### config.mk
export PLATFORM = sky130hd
export DESIGN_NAME = linefill_arbiter_flat
export DESIGN_NICKNAME = d
export VERILOG_FILES = /design/src/rtl/linefill_arbiter_if.sv /design/src/rtl/linefill_arbiter.sv /design/src/flat_wrapper.sv
export SDC_FILE = /design/constraint.sdc
export NUM_CORES = 1
export LEC_CHECK = 0
export CAP_MARGIN = 20
export CORE_AREA = 4 4 268 270
export CTS_CLUSTER_SIZE = 40
export DETAILED_ROUTE_END_ITERATION = 8
export DIE_AREA = 0 0 272 274
export PLACE_DENSITY = 0.45
export SYNTH_ARGS = -nofsm -noshare
export SYNTH_HDL_FRONTEND = slang
export SYNTH_SLANG_ARGS = --single-unit
### constraint.sdc
create_clock -name Clk -period 3.7 [get_ports Clk]
set_input_delay 0.37 -clock Clk [delete_from_list [all_inputs] [get_ports Clk]]
set_output_delay 0.37 -clock Clk [all_outputs]
set_load 0.02 [all_outputs]
### src/rtl/linefill_arbiter_if.sv
// rtl/linefill_arbiter_if.sv - cache miss, line return and linefill buffer signals of linefill_arbiter
interface linefill_arbiter_if #(
    parameter int LINE_WIDTH = 256
);
    logic                  IReq;
    logic [31:0]           IAddr;
    logic                  IDone;
    logic                  ICritValid;
    logic                  DReq;
    logic [31:0]           DAddr;
    logic                  DDone;
    logic                  DCritValid;
    logic [LINE_WIDTH-1:0] LineOut;
    logic [31:0]           CritWord;
    logic                  Error;
    logic                  Busy;
    logic                  Owner;
    logic                  LfbEnable;
    logic [31:0]           LfbAddress;
    logic                  LfbFirstData;
    logic [31:0]           LfbCritWord;
    logic                  LfbLineDone;
    logic [LINE_WIDTH-1:0] LfbLine;

    modport master (
        input  IReq, IAddr, DReq, DAddr,
        input  LfbFirstData, LfbCritWord, LfbLineDone, LfbLine,
        output IDone, ICritValid, DDone, DCritValid, LineOut, CritWord,
        output Error, Busy, Owner, LfbEnable, LfbAddress
    );

    modport slave (
        output IReq, IAddr, DReq, DAddr,
        output LfbFirstData, LfbCritWord, LfbLineDone, LfbLine,
        input  IDone, ICritValid, DDone, DCritValid, LineOut, CritWord,
        input  Error, Busy, Owner, LfbEnable, LfbAddress
    );
endinterface

### src/rtl/linefill_arbiter.sv
// rtl/linefill_arbiter.sv - shares one linefill buffer between I- and D-cache misses (LINEFILL_ARBITER_ROUND_ROBIN_EN)
module linefill_arbiter #(
    parameter int LINE_WIDTH = 256,
    parameter int TIMEOUT    = 64,
    parameter int CNT_W      = 8
) (
    input logic                Clk,
    input logic                Rst,
    linefill_arbiter_if.master bus
);
    typedef enum logic [1:0] {IDLE, FILL, DONE} state_t;

    state_t                state;
    logic [CNT_W-1:0]      cnt;
    logic                  owner_q;
    logic                  enable_q;
    logic                  busy_q;
    logic                  idone_q;
    logic                  ddone_q;
    logic                  error_q;
    logic [31:0]           addr_q;
    logic [LINE_WIDTH-1:0] line_q;
    logic                  grant_d;
    logic                  timeout_hit;
    logic                  icrit;
    logic                  dcrit;

`ifdef LINEFILL_ARBITER_ROUND_ROBIN_EN
    // Resets to D so that the first tie after reset goes to the I-cache.
    logic last_q;

    always_comb begin
        grant_d = bus.DReq;
        if (bus.IReq && bus.DReq) begin
            grant_d = ~last_q;
        end
    end
`else
    always_comb begin
        grant_d = bus.DReq;
    end
`endif

    assign timeout_hit = (TIMEOUT != 0) && (cnt == CNT_W'(TIMEOUT - 1));

    assign icrit = (state == FILL) && bus.LfbFirstData && !owner_q;
    assign dcrit = (state == FILL) && bus.LfbFirstData && owner_q;

    assign bus.ICritValid = icrit;
    assign bus.DCritValid = dcrit;
    assign bus.CritWord   = (icrit || dcrit) ? bus.LfbCritWord : 32'd0;
    assign bus.IDone      = idone_q;
    assign bus.DDone      = ddone_q;
    assign bus.Error      = error_q;
    assign bus.Busy       = busy_q;
    assign bus.Owner      = owner_q;
    assign bus.LfbEnable  = enable_q;
    assign bus.LfbAddress = addr_q;
    assign bus.LineOut    = line_q;

    always_ff @(posedge Clk) begin
        if (Rst) begin
            state    <= IDLE;
            cnt      <= '0;
            owner_q  <= 1'b0;
            enable_q <= 1'b0;
            busy_q   <= 1'b0;
            idone_q  <= 1'b0;
            ddone_q  <= 1'b0;
            error_q  <= 1'b0;
            addr_q   <= 32'd0;
            line_q   <= '0;
`ifdef LINEFILL_ARBITER_ROUND_ROBIN_EN
            last_q   <= 1'b1;
`endif
        end else begin
            case (state)
                IDLE: begin
                    cnt <= '0;
                    if (bus.IReq || bus.DReq) begin
                        owner_q  <= grant_d;
                        addr_q   <= grant_d ? bus.DAddr : bus.IAddr;
                        enable_q <= 1'b1;
                        busy_q   <= 1'b1;
                        state    <= FILL;
`ifdef LINEFILL_ARBITER_ROUND_ROBIN_EN
                        last_q   <= grant_d;
`endif
                    end
                end
                FILL: begin
                    // Line completion takes precedence over a coincident timeout.
                    if (bus.LfbLineDone || timeout_hit) begin
                        if (bus.LfbLineDone) begin
                            line_q <= bus.LfbLine;
                        end
                        error_q  <= !bus.LfbLineDone;
                        idone_q  <= !owner_q;
                        ddone_q  <= owner_q;
                        enable_q <= 1'b0;
                        cnt      <= '0;
                        state    <= DONE;
                    end else begin
                        cnt <= cnt + 1'b1;
                    end
                end
                DONE: begin
                    idone_q <= 1'b0;
                    ddone_q <= 1'b0;
                    error_q <= 1'b0;
                    busy_q  <= 1'b0;
                    cnt     <= '0;
                    state   <= IDLE;
                end
                default: begin
                    state <= IDLE;
                end
            endcase
        end
    end
endmodule

### src/flat_wrapper.sv
// flat-port wrapper written by rule: the top's interface ports become plain ports
module linefill_arbiter_flat 
#(
    parameter int LINE_WIDTH = 256,
    parameter int TIMEOUT    = 64,
    parameter int CNT_W      = 8
)
  (Clk, Rst, bus_IReq, bus_IAddr, bus_DReq, bus_DAddr, bus_LfbFirstData, bus_LfbCritWord, bus_LfbLineDone, bus_LfbLine, bus_IDone, bus_ICritValid, bus_DDone, bus_DCritValid, bus_LineOut, bus_CritWord, bus_Error, bus_Busy, bus_Owner, bus_LfbEnable, bus_LfbAddress);
  linefill_arbiter_if #(.LINE_WIDTH(LINE_WIDTH)) bus_i ();
  input logic Clk;
  input logic Rst;
  input wire logic [$bits(bus_i.IReq)-1:0] bus_IReq;
  input wire logic [$bits(bus_i.IAddr)-1:0] bus_IAddr;
  input wire logic [$bits(bus_i.DReq)-1:0] bus_DReq;
  input wire logic [$bits(bus_i.DAddr)-1:0] bus_DAddr;
  input wire logic [$bits(bus_i.LfbFirstData)-1:0] bus_LfbFirstData;
  input wire logic [$bits(bus_i.LfbCritWord)-1:0] bus_LfbCritWord;
  input wire logic [$bits(bus_i.LfbLineDone)-1:0] bus_LfbLineDone;
  input wire logic [$bits(bus_i.LfbLine)-1:0] bus_LfbLine;
  output wire logic [$bits(bus_i.IDone)-1:0] bus_IDone;
  output wire logic [$bits(bus_i.ICritValid)-1:0] bus_ICritValid;
  output wire logic [$bits(bus_i.DDone)-1:0] bus_DDone;
  output wire logic [$bits(bus_i.DCritValid)-1:0] bus_DCritValid;
  output wire logic [$bits(bus_i.LineOut)-1:0] bus_LineOut;
  output wire logic [$bits(bus_i.CritWord)-1:0] bus_CritWord;
  output wire logic [$bits(bus_i.Error)-1:0] bus_Error;
  output wire logic [$bits(bus_i.Busy)-1:0] bus_Busy;
  output wire logic [$bits(bus_i.Owner)-1:0] bus_Owner;
  output wire logic [$bits(bus_i.LfbEnable)-1:0] bus_LfbEnable;
  output wire logic [$bits(bus_i.LfbAddress)-1:0] bus_LfbAddress;
  assign bus_i.IReq = bus_IReq;
  assign bus_i.IAddr = bus_IAddr;
  assign bus_i.DReq = bus_DReq;
  assign bus_i.DAddr = bus_DAddr;
  assign bus_i.LfbFirstData = bus_LfbFirstData;
  assign bus_i.LfbCritWord = bus_LfbCritWord;
  assign bus_i.LfbLineDone = bus_LfbLineDone;
  assign bus_i.LfbLine = bus_LfbLine;
  assign bus_IDone = bus_i.IDone;
  assign bus_ICritValid = bus_i.ICritValid;
  assign bus_DDone = bus_i.DDone;
  assign bus_DCritValid = bus_i.DCritValid;
  assign bus_LineOut = bus_i.LineOut;
  assign bus_CritWord = bus_i.CritWord;
  assign bus_Error = bus_i.Error;
  assign bus_Busy = bus_i.Busy;
  assign bus_Owner = bus_i.Owner;
  assign bus_LfbEnable = bus_i.LfbEnable;
  assign bus_LfbAddress = bus_i.LfbAddress;
  linefill_arbiter #(.LINE_WIDTH(LINE_WIDTH), .TIMEOUT(TIMEOUT), .CNT_W(CNT_W)) u_core (.Clk(Clk), .Rst(Rst), .bus(bus_i));
endmodule
Yosys cells after proc, flatten, opt, wreduce, memory -nomap -nowiden. Index checks and enable logic that the tools add are counted.

Bits in registers: 304. Input port bits: 358. Output and inout bits: 328. Word-level logic and storage cells: 53.

Add/sub/neg operators: 1. Equal/unequal tests: 5. Mux-type cells: 17. Reduce and logical (&&, ||, !) cells: 20.

Operator list (count): $mux 32 (2); $pmux 8 s2 (1); $pmux 1 s2 (5); $add 8x1->8 const B (1); $eq 8x6->1 const B (1); $mux 8 (1); $reduce_and 2->1 (4); $reduce_bool 2->1 (4); $reduce_and 3->1 (2); $mux 1 (5); $mux 2 (2); $pmux 2 s2 (1); $logic_and 1x1->1 (3); $logic_or 1x1->1 (3); $eq 2x1->1 const B (1); $eq 2x2->1 const B (1); $logic_not 1->1 (2); $logic_not 2->1 (1); $ne 2x1->1 const B (1); $ne 2x2->1 const B (1); $reduce_or 2->1 (1).

Longest topological paths before layout.
Depth after elaboration: 5. Mapped depth: 9. Mapped depth without buffers: 5.

Worst setup path after synthesis. No wires, ideal clock.

Path type: register to register. Start: register u_core.cnt[0]. End: register u_core.cnt[7]. Library setup time: 0.074 ns. Data arrival time: 1.546 ns. Data required time: 3.626 ns. Path slack: 2.079 ns. Cell stages (with the launch flop): 6. Buffers on the path: 0. Clock period less this slack: 1.621 ns. Path through: dfxtp_1 ha_1 and3_1 a211o_1 or3_1 a31oi_1.

Longest elaborated chain between the ends: 4. Elaborated cells on any way between the ends: 5. Those cells by class: add/sub (1); eq/ne (1); mux (2); reduce/logical (1).

RTL lines: start: declaration (line linefill_arbiter.sv:14) `logic [CNT_W-1:0] cnt;`; start signal: assignment (line linefill_arbiter.sv:104) `cnt <= cnt + 1'b1;`; branches (longest 2 deep; another with $add 8x1->8); $mux 8 (*) (line linefill_arbiter.sv:93) `if (bus.LfbLineDone || timeout_hit) begin`; $pmux 8 s2 (*) (line linefill_arbiter.sv:77) `case (state)`.

Every way passes the cells marked *. A chain may end at the register's enable or synchronous reset.

Worst setup path in the final report.
Start: register u_core.state[0]. End: output port bus_ICritValid.

Longest elaborated chain between the ends: 3.

RTL lines: start: declaration (line linefill_arbiter.sv:13) `state_t state;`; start signal: assignment (line linefill_arbiter.sv:63) `state <= IDLE;`; start signal: assignment (line linefill_arbiter.sv:85) `state <= FILL;`; start signal: assignment (line linefill_arbiter.sv:102) `state <= DONE;`; $eq 2x1->1 (line linefill_arbiter.sv:46) `assign icrit = (state == FILL) && bus.LfbFirstData && !owner_q;`; $logic_and 1x1->1 (2 in series) (line linefill_arbiter.sv:46); end: declaration (line flat_wrapper.sv:21) `output wire logic [$bits(bus_i.ICritValid)-1:0] bus_ICritValid;`.

Every way passes these cells.

==> metrics list <==
* Final setup fails: 0
- Max frequency: 341 MHz
- Relative to the synthesized area, the layout overhead comes to 78.8%.
- Crit path max-delay cell type: sky130_fd_sc_hd__clkdlybuf4s50_1
* Share of post-route cells with drive strength above 1: 5.47%
* Unrepaired setup endpoints after global routing: false
* Area of the multi-input gates: 4610 um^2
- Post-CTS Hold Fix Bufs: 0
- Fraction of met1 tracks used by global routing: 13.7%
- Most used standard cells in the synthesized netlist: 510 x sky130_fd_sc_hd__nand2_1, 304 x sky130_fd_sc_hd__dfxtp_1, 250 x sky130_fd_sc_hd__a21oi_1
- Detail Route Antenna Nets: 0
- Root Buffer: sky130_fd_sc_hd__clkbuf_16
* Post-synth net total: 1745
- Switching share of total power: 26.3%
- For this design the ratio of total power to cell area is 449 nW/um^2.
* Most frequent cell after synthesis: sky130_fd_sc_hd__nand2_1
- Buffers plus inverters on the worst setup path: 2
* Slowest stage delay, CP: 640 ps
* Cell taking the most area after synthesis: sky130_fd_sc_hd__dfxtp_1
* Path type of the worst setup path: flop to output port
- Largest cells by area after synthesis: sky130_fd_sc_hd__dfxtp_1 53%, sky130_fd_sc_hd__nand2_1 17%, sky130_fd_sc_hd__a21oi_1 11%
* Category of cells accounting for the largest share of critical-path delay: buffers and inverters
* Antenna violations before repair: 8
* Largest net degree at the start of global routing: 104
- Net count of the finished layout: 2375
- Critical Path Sink Type: output port
* I/O pin cnt: 686
- Global routing used 12.6% of the available tracks.
- Num CTS Buffers: 40
- In the final layout, flip-flops and latches occupy 6090 um^2.
* Signal arrival time at the worst endpoint: 2570 ps
- X dimension of the die: 272 um
* Detailed-routing iteration count for the pre-antenna-repair pass: 5
- Internal power of the cells: 6740 uW
* Cell-by-cell listing of the critical path: nor2b_2 -> buf_4 -> and3_1 -> clkdlybuf4s50_1
* Post-synth top area share: 53.5%
* Worst setup SP type: flop
- CTS tree: built
- The HPWL after detailed placement is 36800 um.
- Total overflow reported by the global router: 0
- Critical Path Fanout Max: 36
- The initialized floorplan defines 97 standard-cell rows.
- Dividing the detail-routed via count by the number of cells gives 3.93.
- In this run the power spent charging and discharging nets is 2400 uW.
- First-pass GRT wire length: 73200 um
* Initial cell density of the core: 16.4%
* Post-CTS setup buffers: 0
* Number of port buffers: 685
- Max-Slew Margin vs Limit: 47.5%
- The via count of the first global-routing pass came to 12000.
- Between clock sinks in the finished design, the worst skew comes to 23.1 ps.
- For met2 alone, demand over resource in global routing was 22.2%.
- The share of the Yosys chip area taken by registers is 53.5%.
* Proportion of power drawn by combinational gates: 17.1%
* Ys Warns: 0
* Async S/R FF share, synth: 0%
- Once layout is complete, the utilization of the core stands at 29.3%.
* Die height: 274 um
* Count of filler cells inserted in the layout: 7443
* Leading register cell type out of synthesis: sky130_fd_sc_hd__dfxtp_1
- Averaged over all synthesized cells, the footprint is 8.21 um^2.
* Met3 usage: 4.73%
* Result of the run: finished clean
- Average wire length per cell after detail routing: 16.6 um
* Time the final worst path needs with I/O delays and setup: 2940 ps
- The clock drives 304 sinks.
* Post-synthesis cell area: 11400 um^2
- IR analysis of the VDD net gives a maximum drop of 241 uV.
- In this run the static leakage power is 0.00716 uW.
- Hold/Removal Path Class: input port to flop
- Total count of max-transition violations in the final report: 0
- Actual transition at the worst max-transition pin: 785 ps
- After detailed routing, the number of remaining DRC violations is 0.
* Part of the total power dissipated in sequential elements: 38.8%
- Placed instance area: 18900 um^2
- Cts repair resizes: 0
- Across the run, the number of max-cap violations was 0.
- The finished cells cover 20300 um^2.
- The longest clock path from root to sink contains 3 buffers.
- The global routing stage identified its most utilized layer as met2.
* Clock transition at the registers of the reported paths: 60 ps
* Setup TNS after final layout: 0 ps
* Number of DRC violations after detailed-routing iteration 0: 511
- Number of vias in the routed layout: 11800
* Required time of the critical path: 3330 ps
- The number of hold violations in the final report is 0.
- Placer congestion estimate: 0.831
* Cells after Synth: 1386
- Distinct cell type count of the synthesized netlist: 33
- H-tree level count: 2
- The die covers 74500 um^2.
- Floorplan core area: 69500 um^2
- Period utilization: 79.3%
- Clock latency on the worst-skew pair: 550 ps
- Clock network power share: 44.1%
- Counting flops and latches in the post-synthesis netlist gives 304.
- Number of flops mapped to enable cells by yosys: 0
* Wirelength, routed: 49600 um
cell type report:
| type | instances | area share, % |
|---|---|---|
| clock buffers | 64 | 6.41 |
| inverters | 1 | 0.0184 |
| diodes | 3 | 0.0369 |
| repair buffers | 700 | 34.7 |
| flip-flops and latches | 304 | 29.9 |
| multi-input cells | 969 | 22.7 |
| well taps | 940 | 5.78 |
| clock inverters | 10 | 0.510 |
power groups by stage:
stage          logic (uW)  registers, uW  clock network, uW
6_report             1560           3550               4030
3_3_place_gp         1580           3610                  0
3_5_place_dp         1590           3620                  0
5_1_grt              1690           3570               4340
2_1_floorplan         487           3810                  0
4_1_cts              1590           3550               4220
stage by stage:
step / instances / setup slack (ps) / power [uW] / hold slack [ps]
after global routing: 2991 / 589 / 9590 / 317
after floorplan: 1386 / 2080 / 4300 / 475
final: 2991 / 764 / 9140 / 294
after CTS: 2988 / 662 / 9360 / 275
after global placement: 2914 / 979 / 5190 / 441
after detailed placement: 2914 / 914 / 5210 / 446
worst register-to-register path, cell delays in order, from the launching register on:
cell	delay [ps]
sky130_fd_sc_hd__dfxtp_1	550
sky130_fd_sc_hd__nor2b_2	210
sky130_fd_sc_hd__buf_4	290
sky130_fd_sc_hd__and2_4	250
sky130_fd_sc_hd__buf_4	290
sky130_fd_sc_hd__buf_4	490
sky130_fd_sc_hd__nand2_1	160
sky130_fd_sc_hd__a21oi_1	130
cell usage in the layout (no fill, tap or decap), drive strengths merged, types with 2 or more instances in the layout:
master and instances:
nand2 520, a211oi 32, clkdlybuf4s50 683, nor3 3
a31oi 5, and3 36, dfxtp 304, nor3b 4
o21ai 5, and2 2, a22oi 2, a21oi 260
o41ai 3, buf 17, nand3 9, nor2 40
clkbuf 64, clkinv 8, diode 3, or3 5
nor2b 2, mux2i 33
layer usage:
layer,vias up,wire [um],part of all wire (%)
met5,-,53,0.11
met1,5364,18800,38
li1,5832,-,-
met3,90,4550,9.2
met4,8,1720,3.5
met2,471,24500,49
sequential cells by signal, summed over array words and instances (netlist names):
name and flops:
u_core.cnt 8, u_core.bus.DDone 1, u_core.bus.LfbAddress 32, u_core.bus.Busy 1
u_core.bus.LineOut 256, u_core.bus.Owner 1, u_core.state 2, u_core.bus.Error 1
u_core.bus.IDone 1, u_core.bus.LfbEnable 1
kinds of logic (layout without fill, tap and decap cells):
family,Yosys count,after routing,share of synthesized area [%]
simple gates,625,625,22.5
compound gates,310,310,14.9
flops,304,304,53.5
buf+inv,113,775,6.10
mux,33,33,2.90
fa+ha+maj,1,1,0.110
other cells,0,3,0
worst paths after layout:
check | depth (start not counted) | to | startpoint | slack, ps
min | 2 | u_core.bus.LineOut[145]$_SDFFE_PP0P_ | Rst | 290
min reg2reg | 2 | u_core.bus.LineOut[176]$_SDFFE_PP0P_ | u_core.bus.LineOut[176]$_SDFFE_PP0P_ | 450
max reg2reg | 7 | u_core.bus.LineOut[35]$_SDFFE_PP0P_ | u_core.state[0]$_SDFFE_PP0P_ | 1260
max | 4 | bus_ICritValid | u_core.state[0]$_SDFFE_PP0P_ | 760
Note: power is estimated with default switching activity, not from simulation.
